$ cat config.mk
export PLATFORM = sky130hd
export DESIGN_NAME = pwm_multi_ch
export DESIGN_NICKNAME = d
export VERILOG_FILES = /design/src/rtl/pwm_multi_ch_pkg.sv /design/src/rtl/pwm_multi_ch_compare_ch.sv /design/src/rtl/pwm_multi_ch.sv
export SDC_FILE = /design/constraint.sdc
export NUM_CORES = 1
export LEC_CHECK = 0
export CORE_ASPECT_RATIO = 0.8
export CORE_UTILIZATION = 53
export DETAILED_ROUTE_END_ITERATION = 6
export PLACE_DENSITY = 0.77
export SYNTH_ARGS = -nofsm -noshare
export SYNTH_HDL_FRONTEND = slang
export SYNTH_SLANG_ARGS = --single-unit
$ cat constraint.sdc
create_clock -name I_clk -period 4.2 [get_ports I_clk]
set_clock_uncertainty 0.2 [all_clocks]
set_input_delay 0.84 -clock I_clk [delete_from_list [all_inputs] [get_ports I_clk]]
set_output_delay 0.84 -clock I_clk [all_outputs]
set_load 0.02 [all_outputs]
$ cat src/rtl/pwm_multi_ch_pkg.sv
// Shared definitions for the multi-channel PWM: default geometry and mode encoding.
package pwm_multi_ch_pkg;

    localparam int PWM_N_CH       = 4;
    localparam int PWM_CNT_W      = 8;
    localparam int PWM_PS_W       = 8;
    localparam int PWM_DEF_PERIOD = 100;

    typedef enum logic {
        PWM_EDGE   = 1'b0,
        PWM_CENTER = 1'b1
    } pwm_mode_e;

endpackage

$ cat src/rtl/pwm_multi_ch_compare_ch.sv
// One PWM channel: duty compare, polarity inversion and the registered output pin.
module pwm_compare_ch
    import pwm_multi_ch_pkg::*;
#(
    parameter int CNT_W = PWM_CNT_W
) (
    input  logic             I_clk,
    input  logic             I_rst,
    input  logic [CNT_W-1:0] I_idx,
    input  logic [CNT_W-1:0] I_duty,
    input  logic             I_pol,
    input  logic             I_off,
    output logic             O_pwm
);

    logic raw;
    logic pwm_d, pwm_q;

    always_comb begin
        raw   = ~I_off & (I_idx < I_duty);
        pwm_d = raw ^ I_pol;
    end

    always_ff @(posedge I_clk or posedge I_rst) begin
        if (I_rst) pwm_q <= 1'b0;
        else       pwm_q <= pwm_d;
    end

    assign O_pwm = pwm_q;

endmodule

$ cat src/rtl/pwm_multi_ch.sv
// N-channel PWM: shared prescaler and edge/center period counter, shadowed config
// that only becomes active at period boundaries (or immediately while disabled).
module pwm_multi_ch
    import pwm_multi_ch_pkg::*;
#(
    parameter int N_CH       = PWM_N_CH,
    parameter int CNT_W      = PWM_CNT_W,
    parameter int PS_W       = PWM_PS_W,
    parameter int DEF_PERIOD = PWM_DEF_PERIOD
) (
    input  logic                  I_clk,
    input  logic                  I_rst,
    input  logic                  I_en,
    input  logic [PS_W-1:0]       I_prescale,
    input  logic [CNT_W-1:0]      I_period,
    input  logic [N_CH*CNT_W-1:0] I_duty,
    input  logic                  I_center,
    input  logic [N_CH-1:0]       I_polarity,
    input  logic                  I_update,
    output logic [N_CH-1:0]       O_PWM,
    output logic                  O_period_tick,
    output logic                  O_update_ack
);

    localparam logic [CNT_W-1:0] DEF_PER = CNT_W'(DEF_PERIOD);
    localparam logic [CNT_W-1:0] CNT_ONE = CNT_W'(1);
    localparam logic [PS_W-1:0]  PS_ONE  = PS_W'(1);

    logic [N_CH-1:0][CNT_W-1:0] duty_in;
    assign duty_in = I_duty;

    // counters
    logic [PS_W-1:0]  ps_d, ps_q;
    logic [CNT_W-1:0] cnt_d, cnt_q;
    logic             down_d, down_q;

    // active config
    logic [CNT_W-1:0]           per_d, per_q;
    logic [PS_W-1:0]            pre_d, pre_q;
    logic [N_CH-1:0][CNT_W-1:0] duty_d, duty_q;
    pwm_mode_e                  mode_d, mode_q;
    logic [N_CH-1:0]            pol_d, pol_q;

    // pending (shadow) config
    logic [CNT_W-1:0]           pper_d, pper_q;
    logic [PS_W-1:0]            ppre_d, ppre_q;
    logic [N_CH-1:0][CNT_W-1:0] pduty_d, pduty_q;
    pwm_mode_e                  pmode_d, pmode_q;
    logic [N_CH-1:0]            ppol_d, ppol_q;
    logic                       pvld_d, pvld_q;

    logic tick_d, tick_q;
    logic ack_d, ack_q;

    logic             tick, boundary, apply;
    logic [CNT_W-1:0] cnt_nxt;
    logic             down_nxt;
    logic [CNT_W-1:0] cmp_idx;
    logic             force_off;

    always_comb begin
        cnt_nxt  = cnt_q;
        down_nxt = down_q;
        if (per_q == '0) begin
            cnt_nxt  = '0;
            down_nxt = 1'b0;
        end else if (mode_q == PWM_EDGE) begin
            cnt_nxt  = (cnt_q == per_q - CNT_ONE) ? '0 : cnt_q + CNT_ONE;
            down_nxt = 1'b0;
        end else if (!down_q) begin
            if (cnt_q == per_q - CNT_ONE) begin
                cnt_nxt  = per_q;
                down_nxt = 1'b1;
            end else begin
                cnt_nxt = cnt_q + CNT_ONE;
            end
        end else begin
            cnt_nxt = cnt_q - CNT_ONE;
            if (cnt_q == CNT_ONE) down_nxt = 1'b0;
        end
    end

    always_comb begin
        ps_d    = ps_q;
        cnt_d   = cnt_q;
        down_d  = down_q;
        per_d   = per_q;
        pre_d   = pre_q;
        duty_d  = duty_q;
        mode_d  = mode_q;
        pol_d   = pol_q;
        pper_d  = pper_q;
        ppre_d  = ppre_q;
        pduty_d = pduty_q;
        pmode_d = pmode_q;
        ppol_d  = ppol_q;
        pvld_d  = pvld_q;

        tick     = I_en && (ps_q == pre_q);
        boundary = tick && (cnt_nxt == '0);
        apply    = pvld_q && (I_en ? boundary : 1'b1);

        if (!I_en) begin
            ps_d   = '0;
            cnt_d  = '0;
            down_d = 1'b0;
        end else if (tick) begin
            ps_d   = '0;
            cnt_d  = cnt_nxt;
            down_d = down_nxt;
        end else begin
            ps_d = ps_q + PS_ONE;
        end

        if (apply) begin
            per_d  = pper_q;
            pre_d  = ppre_q;
            duty_d = pduty_q;
            mode_d = pmode_q;
            pol_d  = ppol_q;
            pvld_d = 1'b0;
        end

        // A capture in the apply cycle lands after the copy, so it waits a period.
        if (I_update) begin
            pper_d  = I_period;
            ppre_d  = I_prescale;
            pduty_d = duty_in;
            pmode_d = pwm_mode_e'(I_center);
            ppol_d  = I_polarity;
            pvld_d  = 1'b1;
        end

        tick_d = boundary;
        ack_d  = apply;
    end

    always_ff @(posedge I_clk or posedge I_rst) begin
        if (I_rst) begin
            ps_q    <= '0;
            cnt_q   <= '0;
            down_q  <= 1'b0;
            per_q   <= DEF_PER;
            pre_q   <= '0;
            duty_q  <= '0;
            mode_q  <= PWM_EDGE;
            pol_q   <= '0;
            pper_q  <= '0;
            ppre_q  <= '0;
            pduty_q <= '0;
            pmode_q <= PWM_EDGE;
            ppol_q  <= '0;
            pvld_q  <= 1'b0;
            tick_q  <= 1'b0;
            ack_q   <= 1'b0;
        end else begin
            ps_q    <= ps_d;
            cnt_q   <= cnt_d;
            down_q  <= down_d;
            per_q   <= per_d;
            pre_q   <= pre_d;
            duty_q  <= duty_d;
            mode_q  <= mode_d;
            pol_q   <= pol_d;
            pper_q  <= pper_d;
            ppre_q  <= ppre_d;
            pduty_q <= pduty_d;
            pmode_q <= pmode_d;
            ppol_q  <= ppol_d;
            pvld_q  <= pvld_d;
            tick_q  <= tick_d;
            ack_q   <= ack_d;
        end
    end

    // On the way down the index is cnt-1, so the center pulse is exactly 2*duty
    // ticks wide and straddles the cnt=0 boundary symmetrically.
    always_comb begin
        cmp_idx   = (mode_q == PWM_CENTER && down_q) ? cnt_q - CNT_ONE : cnt_q;
        force_off = !I_en || (per_q == '0);
    end

    for (genvar k = 0; k < N_CH; k++) begin : g_ch
        pwm_compare_ch #(.CNT_W(CNT_W)) u_ch (
            .I_clk  (I_clk),
            .I_rst  (I_rst),
            .I_idx  (cmp_idx),
            .I_duty (duty_q[k]),
            .I_pol  (pol_q[k]),
            .I_off  (force_off),
            .O_pwm  (O_PWM[k])
        );
    end

    assign O_period_tick = tick_q;
    assign O_update_ack  = ack_q;

endmodule

==> run metrics <==
Rel. slew slack=0.3604; post-layout minimum cycle time=3.884 ns; number of warnings reported in the yosys synthesis log=0; Final Total Pwr=3.528 mW; total of fill cells in the finished design=975; nature of the critical path endpoint=register; DRC viols=0; number of buffers inserted during clock tree synthesis=17; portion of the post-synthesis area used by sequential elements=0.4620; endpoint of the most critical register-to-register path=pre_q[7]; chip height=105.2 µm; Worst R2R Path Depth=9; GR Util All Layers=0.2317; worst vdd ir=0.3087 mV; number of library cell types mapped by synthesis=62; number of gates resized after CTS=0; final hold violation count=0; growth of design area from synthesis to finish=17.93%; port buffer count=62; required arrival time at the worst endpoint=4.31 ns; total wire length=14,430 µm; Row Count=37; clock insertion delay at the later pin of the skew report=0.42 ns; buffers inserted during post-CTS setup optimization=0; Worst Setup Start Kind=register; Final Setup Violations=0; per-cell routed wire length=17.36 µm; maximum count of clock buffers along a single path=2; commonest non-fill, non-tap cells in the layout=127 x sky130_fd_sc_hd__dfrtp_1, 61 x sky130_fd_sc_hd__clkdlybuf4s50_1, 57 x sky130_fd_sc_hd__mux2_2, 50 x sky130_fd_sc_hd__mux2_4, 35 x sky130_fd_sc_hd__inv_1; root buf cell=sky130_fd_sc_hd__clkbuf_16; final global-route overflow total=0; predominant post-synthesis flop cell=sky130_fd_sc_hd__dfrtp_1; instance count of the mapped netlist=586; fraction of the core area covered by cells at the end of the flow=0.6436; storage element area=3257 µm²; largest net degree at the start of global routing=96; worst min-delay path class=reg2reg; Cell Pwr Density=424.4 nW/µm²; Synth async-reset ratio=1.000; register-to-register setup slack=0.32 ns; proportion of layout cells with a drive suffix above 1=0.2561; via count of the first global-routing pass=4,761; antenna fix cells=0; starting DRC count in detailed routing=361; overall via count from detail_route=4,639; placer's final routability congestion estimate=1.007; critical path class=reg2reg; average cell area after synthesis=12.03 µm²; startpoint of the worst setup timing path=per_q[3]; fraction of the cycle the final worst path needs=0.9247; number of synthesized flops with an enable pin=0; Clock transition at path regs=0.06 ns; via-per-instance ratio=5.582; end point of the critical path=pre_q[7]; hold path startpoint=pol_q[2]; run status=finished, final reports clean; residual antenna-violating net count after detailed routing=0; starting density of the core=0.5458; maximum frequency from static timing analysis=257.5 MHz; fin. max-slew vios=0; clock tree from TritonCTS=built; WP data arrival=3.99 ns; Max-cap violations=0; area of the multi-input gates=3445 µm²; synthesized area=7049 µm²; slew at the pin closest to its max-slew limit=0.9593 ns; number of antenna violations at the first check in global routing=0; leakage power summed over all cells=3.834 nW; floorplan die width=130.9 µm; startpoint of the worst-slack reg-to-reg timing path=per_q[3]; Boundary Pins=63; syn nets=677; Die Footprint=13,770 µm²; detailed placer's ending HPWL=9898 µm; placeable core region=12,920 µm²; RSZ-0062 raised after global routing=no; number of synthesized register bits=130; first-pass iteration count of the detailed router=5; global-route wire length before repair=23,920 µm; critical-path maximum fanout=51; most frequent standard cell in the layout excluding fill and tap cells=sky130_fd_sc_hd__dfrtp_1; number of clock sinks=130; H-tree Lvls=4; setup total negative slack=0 ns; CTS Hold Buffers Added=0; post-layout net count=736
logic make-up (layout without fill, tap and decap cells):
kind of cell	after synthesis	after routing	share of synthesized area
xor+xnor	40	40	0.04970
buf+inv	70	140	0.04934
fa+ha+maj	34	34	0.06035
mux	113	113	0.2061
simple gates	116	116	0.08467
flops	130	130	0.4620
compound gates	83	83	0.08786
worst max-delay path: stages (launching register included):
cell and delay (ns):
sky130_fd_sc_hd__dfrtp_1 0.49, sky130_fd_sc_hd__nor4_2 0.51, sky130_fd_sc_hd__and3_1 0.27, sky130_fd_sc_hd__o2111ai_2 0.19
sky130_fd_sc_hd__a211oi_4 0.48, sky130_fd_sc_hd__mux2i_1 0.34, sky130_fd_sc_hd__nand2_1 0.16, sky130_fd_sc_hd__o31ai_4 0.30
sky130_fd_sc_hd__buf_12 0.37, sky130_fd_sc_hd__mux2_2 0.38
registers in the layout, indices dropped and copies added (netlist names), 4 cells and up:
name and cells:
pre_q 8, ppre_q 8, ps_q 8, duty_q 32, g_ch.u_ch.O_pwm 4, per_q 8
cnt_q 8, pduty_q 32, ppol_q 4, pper_q 8, pol_q 4
how the worst min path moves through the flow:
stage               slack (ns)                  to  cells past startpoint
floorplan                 0.25  g_ch[0].u_ch.O_pwm                      1
global route              0.32  g_ch[2].u_ch.O_pwm                      1
CTS                       0.31            pre_q[4]                      1
global placement          0.29            pre_q[0]                      1
detailed placement        0.28  g_ch[0].u_ch.O_pwm                      1
finish                    0.30  g_ch[2].u_ch.O_pwm                      1
synth_stat cells (7+ instances only):
cell type,n,area [µm²]
sky130_fd_sc_hd__a21oi_1,21,105.1
sky130_fd_sc_hd__a21o_1,16,120.1
sky130_fd_sc_hd__inv_1,36,135.1
sky130_fd_sc_hd__nand2_1,19,71.32
sky130_fd_sc_hd__dfrtp_1,127,3178
sky130_fd_sc_hd__xor2_1,15,131.4
sky130_fd_sc_hd__nand3_1,22,110.1
sky130_fd_sc_hd__o21ai_0,9,45.04
sky130_fd_sc_hd__nor3_1,7,35.03
sky130_fd_sc_hd__mux2_4,50,750.7
sky130_fd_sc_hd__xnor2_1,25,219.0
sky130_fd_sc_hd__ha_1,34,425.4
sky130_fd_sc_hd__clkbuf_1,14,52.55
sky130_fd_sc_hd__nor2_1,33,123.9
sky130_fd_sc_hd__mux2_2,57,641.9
per-stage QoR:
stage	setup WS, ns	hold slack [ns]	std cells	instance area (µm²)
after floorplan	0.6925	0.2466	586	7053
after global placement	0.4265	0.2886	801	7786
after detailed placement	0.3466	0.2829	801	7786
after CTS	0.4210	0.3072	831	8313
after global routing	0.1484	0.3192	831	8313
final	0.3162	0.3021	831	8313
per-layer routing:
metal | routed length (µm) | vias to the layer above | global-route usage
li1 | - | 2179 | -
met1 | 6787 | 2291 | 0.3231
met2 | 6689 | 152 | 0.3553
met3 | 804 | 17 | 0.05223
met4 | 145 | 0 | 0.07718
met5 | 0 | - | 0
layout make-up:
type | instances | share of cell area
Timing Repair Buffer | 73 | 0.08700
Clock inverter | 12 | 0.01054
Sequential cell | 130 | 0.3918
Multi-Input combinational cell | 386 | 0.4144
Tap cell | 175 | 0.02634
Inverter | 37 | 0.01716
Clock buffer | 18 | 0.05283
report_power, final:
group | switching (mW) | internal (mW) | total, mW
Sequential | 0.142 | 1.43 | 1.57
Clock | 0.544 | 0.761 | 1.30
Combinational | 0.274 | 0.379 | 0.654
Power figures use the tool's default switching activity.
